===== src/rtl/aximm_leader_traffic_gen_if.sv =====
// AXI4 memory-mapped channel bundle between the leader traffic generator and the bridge.
interface aximm_leader_traffic_gen_if #(
  parameter int DWIDTH    = 128,
  parameter int ADDRWIDTH = 32
) ();
  logic [3:0]            awid;
  logic [ADDRWIDTH-1:0]  awaddr;
  logic [7:0]            awlen;
  logic [2:0]            awsize;
  logic [1:0]            awburst;
  logic                  awvalid;
  logic                  awready;

  logic [3:0]            wid;
  logic [DWIDTH-1:0]     wdata;
  logic [DWIDTH/8-1:0]   wstrb;
  logic                  wlast;
  logic                  wvalid;
  logic                  wready;

  logic [3:0]            bid;
  logic [1:0]            bresp;
  logic                  bvalid;
  logic                  bready;

  logic [3:0]            arid;
  logic [ADDRWIDTH-1:0]  araddr;
  logic [7:0]            arlen;
  logic [2:0]            arsize;
  logic [1:0]            arburst;
  logic                  arvalid;
  logic                  arready;

  logic [3:0]            rid;
  logic [DWIDTH-1:0]     rdata;
  logic                  rlast;
  logic [1:0]            rresp;
  logic                  rvalid;
  logic                  rready;

  modport master (
    output awid, awaddr, awlen, awsize, awburst, awvalid, input awready,
    output wid, wdata, wstrb, wlast, wvalid, input wready,
    input bid, bresp, bvalid, output bready,
    output arid, araddr, arlen, arsize, arburst, arvalid, input arready,
    input rid, rdata, rlast, rresp, rvalid, output rready
  );

  modport slave (
    input awid, awaddr, awlen, awsize, awburst, awvalid, output awready,
    input wid, wdata, wstrb, wlast, wvalid, output wready,
    output bid, bresp, bvalid, input bready,
    input arid, araddr, arlen, arsize, arburst, arvalid, output arready,
    output rid, rdata, rlast, rresp, rvalid, input rready
  );
endinterface


===== src/rtl/aximm_leader_traffic_gen.sv =====
// AXI-MM leader traffic generator: writes one patterned burst, reads it back and checks every beat.
// state | meaning: IDLE wait start, AW/AR address phase, W data beats, B write resp, R read+check, DONE result pulse.
module aximm_leader_traffic_gen #(
  parameter int DWIDTH    = 128,
  parameter int ADDRWIDTH = 32,
  parameter int AXI_ID    = 0,
  parameter int TIMEOUT   = 1024
) (
  input  logic                       clk,
  input  logic                       rst_n,
  input  logic                       start,
  input  logic [7:0]                 cfg_len,
  input  logic [ADDRWIDTH-1:0]       cfg_addr,
  input  logic [31:0]                cfg_seed,
  output logic                       busy,
  output logic                       done,
  output logic                       pass,
  output logic [7:0]                 err_cnt,
  output logic                       timeout_err,
  aximm_leader_traffic_gen_if.master axi
);
  localparam int               LANES   = DWIDTH / 32;
  localparam logic [2:0]       SIZE    = 3'($clog2(DWIDTH / 8));
  localparam int               WDW     = $clog2(TIMEOUT + 1);
  localparam logic [WDW-1:0]   WD_LOAD = WDW'(TIMEOUT - 1);

  typedef enum logic [2:0] {S_IDLE, S_AW, S_W, S_B, S_AR, S_R, S_DONE} state_t;

  function automatic logic [DWIDTH-1:0] beat_pattern(input logic [31:0] seed, input logic [7:0] b);
    logic [DWIDTH-1:0] v;
    v = '0;
    for (int k = 0; k < LANES; k++)
      v[32*k +: 32] = seed + {22'd0, b, 2'b00} + 32'(k);
    return v;
  endfunction

  state_t                state_q, state_d;
  logic [7:0]            beat_q, beat_d;
  logic [7:0]            len_q, len_d;
  logic [ADDRWIDTH-1:0]  addr_q, addr_d;
  logic [31:0]           seed_q, seed_d;
  logic [WDW-1:0]        wd_q, wd_d;
  logic                  busy_q, busy_d;
  logic                  done_q, done_d;
  logic                  pass_q, pass_d;
  logic [7:0]            err_q, err_d;
  logic                  tmo_q, tmo_d;
  logic                  awvalid_q, awvalid_d;
  logic                  wvalid_q, wvalid_d;
  logic                  wlast_q, wlast_d;
  logic [DWIDTH-1:0]     wdata_q, wdata_d;
  logic                  bready_q, bready_d;
  logic                  arvalid_q, arvalid_d;
  logic                  rready_q, rready_d;
  logic [3:0]            id_q, id_d;
  logic [2:0]            size_q, size_d;
  logic [1:0]            burst_q, burst_d;
  logic [DWIDTH/8-1:0]   wstrb_q, wstrb_d;

  logic aw_hs, w_hs, b_hs, ar_hs, r_hs, any_hs, active;
  logic r_bad, err_inc;
  logic [7:0] err_next;
  logic [DWIDTH-1:0] exp_beat;
  logic unused_ids;

  assign aw_hs    = awvalid_q & axi.awready;
  assign w_hs     = wvalid_q & axi.wready;
  assign b_hs     = bready_q & axi.bvalid;
  assign ar_hs    = arvalid_q & axi.arready;
  assign r_hs     = rready_q & axi.rvalid;
  assign any_hs   = aw_hs | w_hs | b_hs | ar_hs | r_hs;
  assign active   = state_q inside {S_AW, S_W, S_B, S_AR, S_R};
  assign exp_beat = beat_pattern(seed_q, beat_q);
  assign r_bad    = (axi.rdata != exp_beat) || (axi.rresp != 2'b00) || (axi.rlast != (beat_q == len_q));
  assign err_inc  = (state_q == S_B && b_hs && axi.bresp != 2'b00) || (state_q == S_R && r_hs && r_bad);
  assign err_next = (err_inc && err_q != 8'hFF) ? err_q + 8'd1 : err_q;
  assign unused_ids = ^{axi.bid, axi.rid};

  always_comb begin
    state_d   = state_q;
    beat_d    = beat_q;
    len_d     = len_q;
    addr_d    = addr_q;
    seed_d    = seed_q;
    wd_d      = wd_q;
    busy_d    = busy_q;
    done_d    = 1'b0;
    pass_d    = pass_q;
    err_d     = err_next;
    tmo_d     = tmo_q;
    awvalid_d = awvalid_q;
    wvalid_d  = wvalid_q;
    wlast_d   = wlast_q;
    wdata_d   = wdata_q;
    bready_d  = bready_q;
    arvalid_d = arvalid_q;
    rready_d  = rready_q;
    id_d      = id_q;
    size_d    = size_q;
    burst_d   = burst_q;
    wstrb_d   = wstrb_q;

    case (state_q)
      S_IDLE: if (start) begin
        state_d   = S_AW;
        len_d     = cfg_len;
        addr_d    = cfg_addr;
        seed_d    = cfg_seed;
        err_d     = 8'd0;
        tmo_d     = 1'b0;
        pass_d    = 1'b0;
        busy_d    = 1'b1;
        awvalid_d = 1'b1;
        id_d      = 4'(AXI_ID);
        size_d    = SIZE;
        burst_d   = 2'b01;
        wstrb_d   = '1;
      end
      S_AW: if (aw_hs) begin
        state_d   = S_W;
        awvalid_d = 1'b0;
        wvalid_d  = 1'b1;
        beat_d    = 8'd0;
        wdata_d   = beat_pattern(seed_q, 8'd0);
        wlast_d   = (len_q == 8'd0);
      end
      S_W: if (w_hs) begin
        if (wlast_q) begin
          state_d  = S_B;
          wvalid_d = 1'b0;
          wlast_d  = 1'b0;
          bready_d = 1'b1;
        end else begin
          beat_d  = beat_q + 8'd1;
          wdata_d = beat_pattern(seed_q, beat_q + 8'd1);
          wlast_d = ((beat_q + 8'd1) == len_q);
        end
      end
      S_B: if (b_hs) begin
        state_d   = S_AR;
        bready_d  = 1'b0;
        arvalid_d = 1'b1;
      end
      S_AR: if (ar_hs) begin
        state_d   = S_R;
        arvalid_d = 1'b0;
        rready_d  = 1'b1;
        beat_d    = 8'd0;
      end
      S_R: if (r_hs) begin
        beat_d = beat_q + 8'd1;
        // The last beat is judged by count, not by rlast; a wrong rlast is only scored.
        if (beat_q == len_q) begin
          state_d  = S_DONE;
          rready_d = 1'b0;
          done_d   = 1'b1;
          busy_d   = 1'b0;
          pass_d   = (err_next == 8'd0) && !tmo_q;
        end
      end
      S_DONE: state_d = S_IDLE;
      default: state_d = S_IDLE;
    endcase

    if (!active || any_hs || state_d != state_q) begin
      wd_d = WD_LOAD;
    end else if (wd_q == '0) begin
      state_d   = S_DONE;
      awvalid_d = 1'b0;
      wvalid_d  = 1'b0;
      wlast_d   = 1'b0;
      bready_d  = 1'b0;
      arvalid_d = 1'b0;
      rready_d  = 1'b0;
      tmo_d     = 1'b1;
      done_d    = 1'b1;
      busy_d    = 1'b0;
      pass_d    = 1'b0;
      wd_d      = WD_LOAD;
    end else begin
      wd_d = wd_q - 1'b1;
    end
  end

  always_ff @(posedge clk) begin
    if (!rst_n) begin
      state_q   <= S_IDLE;
      beat_q    <= '0;
      len_q     <= '0;
      addr_q    <= '0;
      seed_q    <= '0;
      wd_q      <= '0;
      busy_q    <= 1'b0;
      done_q    <= 1'b0;
      pass_q    <= 1'b0;
      err_q     <= '0;
      tmo_q     <= 1'b0;
      awvalid_q <= 1'b0;
      wvalid_q  <= 1'b0;
      wlast_q   <= 1'b0;
      wdata_q   <= '0;
      bready_q  <= 1'b0;
      arvalid_q <= 1'b0;
      rready_q  <= 1'b0;
      id_q      <= '0;
      size_q    <= '0;
      burst_q   <= '0;
      wstrb_q   <= '0;
    end else begin
      state_q   <= state_d;
      beat_q    <= beat_d;
      len_q     <= len_d;
      addr_q    <= addr_d;
      seed_q    <= seed_d;
      wd_q      <= wd_d;
      busy_q    <= busy_d;
      done_q    <= done_d;
      pass_q    <= pass_d;
      err_q     <= err_d;
      tmo_q     <= tmo_d;
      awvalid_q <= awvalid_d;
      wvalid_q  <= wvalid_d;
      wlast_q   <= wlast_d;
      wdata_q   <= wdata_d;
      bready_q  <= bready_d;
      arvalid_q <= arvalid_d;
      rready_q  <= rready_d;
      id_q      <= id_d;
      size_q    <= size_d;
      burst_q   <= burst_d;
      wstrb_q   <= wstrb_d;
    end
  end

  assign busy        = busy_q;
  assign done        = done_q;
  assign pass        = pass_q;
  assign err_cnt     = err_q;
  assign timeout_err = tmo_q;

  assign axi.awid    = id_q;
  assign axi.awaddr  = addr_q;
  assign axi.awlen   = len_q;
  assign axi.awsize  = size_q;
  assign axi.awburst = burst_q;
  assign axi.awvalid = awvalid_q;
  assign axi.wid     = id_q;
  assign axi.wdata   = wdata_q;
  assign axi.wstrb   = wstrb_q;
  assign axi.wlast   = wlast_q;
  assign axi.wvalid  = wvalid_q;
  assign axi.bready  = bready_q;
  assign axi.arid    = id_q;
  assign axi.araddr  = addr_q;
  assign axi.arlen   = len_q;
  assign axi.arsize  = size_q;
  assign axi.arburst = burst_q;
  assign axi.arvalid = arvalid_q;
  assign axi.rready  = rready_q;
endmodule


===== src/flat_wrapper.sv =====
// flat-port wrapper written by rule: the top's interface ports become plain ports
module aximm_leader_traffic_gen_flat 
#(
  parameter int DWIDTH    = 128,
  parameter int ADDRWIDTH = 32,
  parameter int AXI_ID    = 0,
  parameter int TIMEOUT   = 1024
)
  (clk, rst_n, start, cfg_len, cfg_addr, cfg_seed, busy, done, pass, err_cnt, timeout_err, axi_awid, axi_awaddr, axi_awlen, axi_awsize, axi_awburst, axi_awvalid, axi_awready, axi_wid, axi_wdata, axi_wstrb, axi_wlast, axi_wvalid, axi_wready, axi_bid, axi_bresp, axi_bvalid, axi_bready, axi_arid, axi_araddr, axi_arlen, axi_arsize, axi_arburst, axi_arvalid, axi_arready, axi_rid, axi_rdata, axi_rlast, axi_rresp, axi_rvalid, axi_rready);
  aximm_leader_traffic_gen_if #(.DWIDTH(DWIDTH), .ADDRWIDTH(ADDRWIDTH)) axi_i ();
  input  logic clk;
  input  logic rst_n;
  input  logic start;
  input  logic [7:0] cfg_len;
  input  logic [ADDRWIDTH-1:0] cfg_addr;
  input  logic [31:0] cfg_seed;
  output logic busy;
  output logic done;
  output logic pass;
  output logic [7:0] err_cnt;
  output logic timeout_err;
  output wire logic [$bits(axi_i.awid)-1:0] axi_awid;
  output wire logic [$bits(axi_i.awaddr)-1:0] axi_awaddr;
  output wire logic [$bits(axi_i.awlen)-1:0] axi_awlen;
  output wire logic [$bits(axi_i.awsize)-1:0] axi_awsize;
  output wire logic [$bits(axi_i.awburst)-1:0] axi_awburst;
  output wire logic [$bits(axi_i.awvalid)-1:0] axi_awvalid;
  input wire logic [$bits(axi_i.awready)-1:0] axi_awready;
  output wire logic [$bits(axi_i.wid)-1:0] axi_wid;
  output wire logic [$bits(axi_i.wdata)-1:0] axi_wdata;
  output wire logic [$bits(axi_i.wstrb)-1:0] axi_wstrb;
  output wire logic [$bits(axi_i.wlast)-1:0] axi_wlast;
  output wire logic [$bits(axi_i.wvalid)-1:0] axi_wvalid;
  input wire logic [$bits(axi_i.wready)-1:0] axi_wready;
  input wire logic [$bits(axi_i.bid)-1:0] axi_bid;
  input wire logic [$bits(axi_i.bresp)-1:0] axi_bresp;
  input wire logic [$bits(axi_i.bvalid)-1:0] axi_bvalid;
  output wire logic [$bits(axi_i.bready)-1:0] axi_bready;
  output wire logic [$bits(axi_i.arid)-1:0] axi_arid;
  output wire logic [$bits(axi_i.araddr)-1:0] axi_araddr;
  output wire logic [$bits(axi_i.arlen)-1:0] axi_arlen;
  output wire logic [$bits(axi_i.arsize)-1:0] axi_arsize;
  output wire logic [$bits(axi_i.arburst)-1:0] axi_arburst;
  output wire logic [$bits(axi_i.arvalid)-1:0] axi_arvalid;
  input wire logic [$bits(axi_i.arready)-1:0] axi_arready;
  input wire logic [$bits(axi_i.rid)-1:0] axi_rid;
  input wire logic [$bits(axi_i.rdata)-1:0] axi_rdata;
  input wire logic [$bits(axi_i.rlast)-1:0] axi_rlast;
  input wire logic [$bits(axi_i.rresp)-1:0] axi_rresp;
  input wire logic [$bits(axi_i.rvalid)-1:0] axi_rvalid;
  output wire logic [$bits(axi_i.rready)-1:0] axi_rready;
  assign axi_awid = axi_i.awid;
  assign axi_awaddr = axi_i.awaddr;
  assign axi_awlen = axi_i.awlen;
  assign axi_awsize = axi_i.awsize;
  assign axi_awburst = axi_i.awburst;
  assign axi_awvalid = axi_i.awvalid;
  assign axi_i.awready = axi_awready;
  assign axi_wid = axi_i.wid;
  assign axi_wdata = axi_i.wdata;
  assign axi_wstrb = axi_i.wstrb;
  assign axi_wlast = axi_i.wlast;
  assign axi_wvalid = axi_i.wvalid;
  assign axi_i.wready = axi_wready;
  assign axi_i.bid = axi_bid;
  assign axi_i.bresp = axi_bresp;
  assign axi_i.bvalid = axi_bvalid;
  assign axi_bready = axi_i.bready;
  assign axi_arid = axi_i.arid;
  assign axi_araddr = axi_i.araddr;
  assign axi_arlen = axi_i.arlen;
  assign axi_arsize = axi_i.arsize;
  assign axi_arburst = axi_i.arburst;
  assign axi_arvalid = axi_i.arvalid;
  assign axi_i.arready = axi_arready;
  assign axi_i.rid = axi_rid;
  assign axi_i.rdata = axi_rdata;
  assign axi_i.rlast = axi_rlast;
  assign axi_i.rresp = axi_rresp;
  assign axi_i.rvalid = axi_rvalid;
  assign axi_rready = axi_i.rready;
  aximm_leader_traffic_gen #(.DWIDTH(DWIDTH), .ADDRWIDTH(ADDRWIDTH), .AXI_ID(AXI_ID), .TIMEOUT(TIMEOUT)) u_core (.clk(clk), .rst_n(rst_n), .start(start), .cfg_len(cfg_len), .cfg_addr(cfg_addr), .cfg_seed(cfg_seed), .busy(busy), .done(done), .pass(pass), .err_cnt(err_cnt), .timeout_err(timeout_err), .axi(axi_i));
endmodule

===== config.mk =====
export PLATFORM = sky130hd
export DESIGN_NAME = aximm_leader_traffic_gen_flat
export DESIGN_NICKNAME = d
export VERILOG_FILES = /design/src/rtl/aximm_leader_traffic_gen_if.sv /design/src/rtl/aximm_leader_traffic_gen.sv /design/src/flat_wrapper.sv
export SDC_FILE = /design/constraint.sdc
export NUM_CORES = 1
export LEC_CHECK = 0
export CORE_MARGIN = 8
export CORE_UTILIZATION = 49
export CTS_CLUSTER_DIAMETER = 40
export DETAILED_ROUTE_END_ITERATION = 8
export GPL_ROUTABILITY_DRIVEN = 0
export PLACE_DENSITY = 0.82
export REMOVE_ABC_BUFFERS = 1
export SKIP_LAST_GASP = 1
export SLEW_MARGIN = 40
export SYNTH_ARGS = -nofsm -noshare
export SYNTH_HDL_FRONTEND = slang
export SYNTH_SLANG_ARGS = --single-unit

===== constraint.sdc =====
create_clock -name clk -period 5.52 [get_ports clk]
set_clock_uncertainty 0.05 [all_clocks]
set_input_delay 1.656 -clock clk [delete_from_list [all_inputs] [get_ports clk]]
set_output_delay 1.656 -clock clk [all_outputs]
set_load 0.02 [all_outputs]

==> impl_metrics.csv <==
group,metric,value,unit
outcome,status,"finished clean",
power_and_ir_drop,switching_share,29.3,%
power_and_ir_drop,seqPwrFrac,35.2,%
logic_synthesis,ys_types,86,
timing,setup_viol,0,
timing,tns,0,ns
clock_network,cts-root-buf,"clkbuf_16",
logic_synthesis,yosys.area.top_type_share,28.6,%
grt,overflow,0,
floorplan,start_util,49.8,%
detailed_routing,drc,0,
timing,finalHoldViolations,0,
placement,dp_slack,-0.396,ns
worst_setup_path,critical-path-slowest-cell,"nor4_1",
clock_network,cts_max_level,2,
clock_network,cts_tree,"done",
power_and_ir_drop,leakage,7.92,nW
cells_and_area,multi_input_area,0.0110,mm^2
clock_network,clkLatencyLatePin,0.52,ns
clock_network,cts_buffers,37,
detailed_routing,dr_wl_met3,7010,um
cells_and_area,nFillCells,2685,
worst_setup_path,r2r_start,"u_core.seed_q[2]",
timing,fin_crit,5.40,ns
power_and_ir_drop,p_comb_share,20.3,%
power_and_ir_drop,peakVddDrop,0.249,mV
worst_setup_path,path_buf_inv,5,
detailed_routing,dr_wl_met2,32100,um
logic_synthesis,ys_seq_area_share,28.6,%
logic_synthesis,syn_inst,2250,
floorplan,io_pins,485,
logic_synthesis,synth_edf_count,0,
logic_synthesis,async_reset_ff_share,0,%
floorplan,die_width,201,um
min_path,min_path_type,"reg2reg",
cells_and_area,syn_to_final_growth,39.7,%
timing,setup_slack,0.117,ns
worst_setup_path,path_cells,"ha_2 -> inv_1 -> fa_2 -> nand2b_4 -> a21boi_2 -> buf_4 -> o21ai_2 -> or3_1 -> buf_4 -> a211o_1 -> nor4_1 -> xnor2_1 -> o2111ai_1 -> nor4_1 -> buf_4 -> nand4_1 -> nor4_4 -> buf_4 -> a21oi_2 -> a2111oi_4 -> o22ai_2 -> o22ai_2",
logic_synthesis,synth_area_leaders,"dfxtp_1 (29%), xnor2_1 (8.7%), nand2_1 (7.9%)",
detailed_routing,ant_nets,0,
grt,grt_pass1_vias,18900,
cells_and_area,nets,2928,
detailed_routing,drt-vias-per-instance,5.97,
grt,grt_usage,31.3,%
min_path,hp-start,"u_core.axi.wdata[47]",
detailed_routing,vias,18900,
logic_synthesis,yosys.area.top_type,"dfxtp_1",
logic_synthesis,yosysWarnings,0,
power_and_ir_drop,intPower,0.00376,W
logic_synthesis,postSynthAreaPerCell,7.42,um^2
timing,drv_slew,0,
power_and_ir_drop,switchingPower,0.00156,W
floorplan,rows,67,
floorplan,die_h,201,um
detailed_routing,met1Wirelength,24100,um
detailed_routing,drt_iter0_markers,1918,
cells_and_area,seq_area,0.00479,mm^2
grt,grt_max_degree,93,
timing,timing.final.crit_share,97.9,%
worst_setup_path,worstPathRequired,5.93,ns
run,drv_cap,0,
worst_setup_path,cpPeakStageDelay,0.50,ns
grt,antenna_found_initial,14,
worst_setup_path,start_kind,"flip-flop",
logic_synthesis,synth_seq_cells,239,
cells_and_area,post-route-util,69.6,%
timing,rsz0062_at_grt,"true",
logic_synthesis,yosys-top-cells-count,"nand2_1 (353), dfxtp_1 (239), a21oi_1 (204)",
clock_network,clock_path_buffers,3,
power_and_ir_drop,p_clk_share,44.5,%
floorplan,core-area,0.0335,mm^2
detailed_routing,top_layer,"met4",
worst_setup_path,critical_path.max_fanout,9,
placement,dp_hpwl,52400,um
worst_setup_path,path_class,"reg2reg",
logic_synthesis,netlist_area,0.0167,mm^2
detailed_routing,wirelength,67400,um
power_and_ir_drop,power.total,0.00531,W
placement,io_buffers,458,
detailed_routing,firstDrtPassIters,8,
worst_setup_path,cpMostUsedCell,"buf_4",
clock_network,clkTransAtPathRegs,0.06,ns
grt,grt_pass1_wl,103000,um
worst_setup_path,cp-end-kind,"flip-flop",
clock_network,clock-sinks,239,
worst_setup_path,critPathLaunch,"u_core.seed_q[2]",
logic_synthesis,synth_most_common_cell,"nand2_1",
timing,clock.fmax,185,MHz
power_and_ir_drop,powerDensity,228,mW/mm^2
timing,max_slew_margin,39.1,%
cells_and_area,layout-drive-gt1-share,9.97,%
logic_synthesis,synth_ff_type,"dfxtp_1",
detailed_routing,detail_route.wl_per_cell,21.3,um
worst_setup_path,crit_family,"simple AND/OR/NAND/NOR gates",
floorplan,die_area,0.0403,mm^2
worst_setup_path,arrival,5.81,ns
timing,holdWs,0.401,ns
timing,tightest_slew,0.911,ns
## tightest hold or removal path: stages (launching register included)
cell and delay [ns]:
dfxtp_1 0.31, nand2_1 0.05, a21oi_1 0.05
## stage by stage
step | area [um^2] | instances
3_3_place_gp | 21700 | 3083
6_report | 23300 | 3171
4_1_cts | 23000 | 3152
2_1_floorplan | 15600 | 2057
3_5_place_dp | 21700 | 3084
5_1_grt | 23300 | 3170
## routing by layer
metal,vias up,track usage [%]
met5,-,0
met4,0,18.5
met3,276,8.33
met2,1205,53.7
met1,8760,34.5
li1,8690,-
## power by group through the flow
stage	Sequential, W	Combinational, W	Clock [W]
global route	0.00188	0.00115	0.00246
floorplan	0.00197	0.000441	0
global placement	0.00190	0.00103	0
detailed placement	0.00190	0.00105	0
CTS	0.00187	0.00106	0.00239
finish	0.00187	0.00108	0.00236
## registers in the layout, summed over array words and instances, names as in the netlist, 3 cells and up
signal             count
u_core.axi.araddr     32
u_core.axi.arlen       8
u_core.axi.wdata     126
u_core.beat_q          8
u_core.err_cnt         8
u_core.seed_q         32
u_core.state_q         3
u_core.wd_q           11
## cell usage in the layout (no fill, tap or decap), types with 18 or more instances in the layout
cell type,count
a211oi_1,58
a21oi_1,197
and2_1,21
buf_4,124
clkbuf_16,38
clkdlybuf4s50_1,458
conb_1,18
dfxtp_1,235
ha_1,21
inv_1,32
mux2i_1,27
nand2_1,353
nand3_1,109
nand4_1,35
nor2_1,182
nor3_1,55
nor4_1,39
o21ai_0,61
or3_1,51
xnor2_1,163
xor2_1,104
## cells by family after synthesis
kind of cell,share of synthesized area (%)
AOI/OAI and AO/OA,17.6
xor gates and xnor gates,14.1
adders and majority gates,2.11
buffers and inverters,7.47
DFF,28.6
muxes,1.69
other,0.0225
and+or+nand+nor,28.4
## final cells by class
cell class	count	share of cell area [%]
inverter	33	0.552
clock inverter	21	1.07
antenna	14	0.150
sequential	239	20.5
multi-input combinational	1785	47.1
tap	448	2.40
clock buffer	47	4.39
timing repair buffer	584	23.8
## final timing paths
kind,to,slack [ns],depth (start not counted)
setup / recovery,u_core.pass,0.12,22
hold / removal,u_core.axi.wdata[47],0.40,2
setup reg to reg,u_core.pass,0.12,22
hold reg to reg,u_core.axi.wdata[47],0.40,2
## what timing repair did
action / 4_1_cts / 5_1_grt
hold buffers: 0 / 0
setup buffers: 0 / 5
endpoints found under the setup margin: 5 / 29
cloned: 0 / 0
resized for setup: 5 / 40
pin swaps: 2 / 10
Power figures use the tool's default switching activity.
==> RTL change: new RTL, same flow settings <==
Reset style: asynchronous (`rst_n`), changed in one clocked block.
--- a/src/rtl/aximm_leader_traffic_gen.sv
+++ b/src/rtl/aximm_leader_traffic_gen.sv
@@ -182,7 +182,7 @@
     end
   end
 
-  always_ff @(posedge clk) begin
+  always_ff @(posedge clk or negedge rst_n) begin
     if (!rst_n) begin
       state_q   <= S_IDLE;
       beat_q    <= '0;
Check against the original RTL: differs if rst_n is asserted again (counterexample within 4 cycles, from zero or initial values and one cycle with rst_n low); with rst_n held inactive, the same outputs for 4 cycles.
==> RTL change against the unedited design <==
- the flow now finishes with violations (design-rule violations)
- setup slack got worse by 0.061 ns
- final area rose by 11%
- sequential cell count did not move
- largest cell class unchanged
- global-route usage rose by 1.0 points
- critical path depth fell by 3
- wire length rose by 12%
- synthesized area rose by 11%
Power is not compared: it rests on default switching activity, and its combinational part moved more than twofold at a synthesized area within 25%.
==> RTL change: results (changes against the unedited design) <==
{| class="wikitable"
! Metric !! Value
|-
| Failing checks || design-rule violations
|-
| Flip-flop cell with the highest count after synthesis || sky130_fd_sc_hd__dfrtp_1 (was sky130_fd_sc_hd__dfxtp_1)
|-
| Fraction of synthesized area in multiplexers || 0.0197 (was 0.0169)
|-
| Drt drc || 8 (was 0)
|-
| Number of antenna violations at the first check in global routing || 9 (was 14)
|-
| Capture instance of the worst register-to-register path || u_core.pass (unchanged)
|-
| Commonest cells in the netlist || sky130_fd_sc_hd__nand2_1 (371), sky130_fd_sc_hd__nor2_1 (271), sky130_fd_sc_hd__dfrtp_1 (239) (was sky130_fd_sc_hd__nand2_1 (353), sky130_fd_sc_hd__dfxtp_1 (239), sky130_fd_sc_hd__a21oi_1 (204))
|-
| R2r setup slk || 0.06 ns (was 0.12 ns)
|-
| First-pass GRT wire length || 114000 um (was 103000 um)
|-
| Number of violations reported at the end of detailed-routing iteration 0 || 2347 (was 1918)
|-
| Run status || finished, violations left (was complete, no violations)
|-
| Hold Path Depth || 1 (was 2)
|-
| Number of buffers created by CTS || 40 (was 37)
|-
| Vias per cell || 6.11 (was 5.97)
|-
| Start point of the critical path || u_core.beat_q[5] (was u_core.seed_q[2])
|-
| Fraction of layout instances using a drive strength above 1 || 0.113 (was 0.0997)
|-
| Share of synthesized flip-flops with an asynchronous set or reset || 1.00 (was 0)
|-
| Area fraction of clock buffers and clock inverters || 0.0543 (was 0.0546)
|-
| Total instance count after detailed placement || 3299 (was 3084)
|-
| Slowest stage cell on the critical path || sky130_fd_sc_hd__or4_1 (was sky130_fd_sc_hd__nor4_1)
|-
| Worst path max stage delay || 0.48 ns (was 0.50 ns)
|-
| Hold Path Sink || u_core.wd_q[0] (was u_core.axi.wdata[47])
|-
| Parity-gate share of the synthesized area counting xor and xnor cells || 0.135 (was 0.141)
|-
| Path depth of the worst reg2reg path || 19 (was 22)
|-
| Total of plain and repair buffers excluding clock buffers || 615 (was 584)
|-
| Sequential fraction of the synthesis area || 0.321 (was 0.286)
|-
| Gate count of the mapped netlist || 2362 (was 2250)
|-
| Number of nets in the layout || 3085 (was 2928)
|-
| Max FO, Critical Path || 6 (was 9)
|-
| WP data arrival || 5.84 ns (was 5.81 ns)
|-
| Multi-input combinational cell count || 1900 (was 1785)
|-
| Startpoint of the tightest hold check path || u_core.wd_q[0] (was u_core.axi.wdata[47])
|-
| Biggest area contributors in the synthesized netlist || sky130_fd_sc_hd__dfrtp_1 (32%), sky130_fd_sc_hd__xnor2_1 (9.1%), sky130_fd_sc_hd__nand2_1 (7.5%) (was sky130_fd_sc_hd__dfxtp_1 (29%), sky130_fd_sc_hd__xnor2_1 (8.7%), sky130_fd_sc_hd__nand2_1 (7.9%))
|-
| Filler cell count in the final layout || 2960 (was 2685)
|-
| Via count of the routed design || 20700 (was 18900)
|-
| Worst-Margin Slew || 0.901 ns (was 0.911 ns)
|-
| Complex-gate fraction of the synthesized area || 0.150 (was 0.176)
|-
| Routed WL || 75600 um (was 67400 um)
|-
| Layout non-clock buf frac || 0.227 (was 0.238)
|-
| Multi-input gate share of the layout cell area || 0.455 (was 0.471)
|}
## RTL change: repair_timing
action / 4_1_cts / 5_1_grt
gates resized for setup: 3 / 42
endpoints found under the setup margin: 4 / 33
buffers inserted: 0 / 6
hold buffers: 0 / 0
pin swaps: 1 / 11
## RTL change: per-stage QoR
stage	worst slack [ns]	cell area, sq um
6_report	0.0556	25800
5_1_grt	-0.0305	25800
4_1_cts	0.0346	25500
3_5_place_dp	-0.292	24100
3_3_place_gp	-0.209	24000
2_1_floorplan	-6.77	17600
## RTL change: per-layer routing
layer	wire length, um	up-vias	part of all wire	track usage
li1	-	9165	-	-
met1	26900	9799	0.36	0.377
met2	35400	1388	0.47	0.529
met3	8890	348	0.12	0.0970
met4	4390	4	0.058	0.180
met5	27	-	0.00036	0
## RTL change: power by group
part / leakage [nW] / switching, W / internal, W
registers: 2.83 / 0.000825 / 0.00255
logic: 6.75 / 0.00514 / 0.00366
clock network: 0.682 / 0.000977 / 0.00163
total: 10.3 / 0.00694 / 0.00785
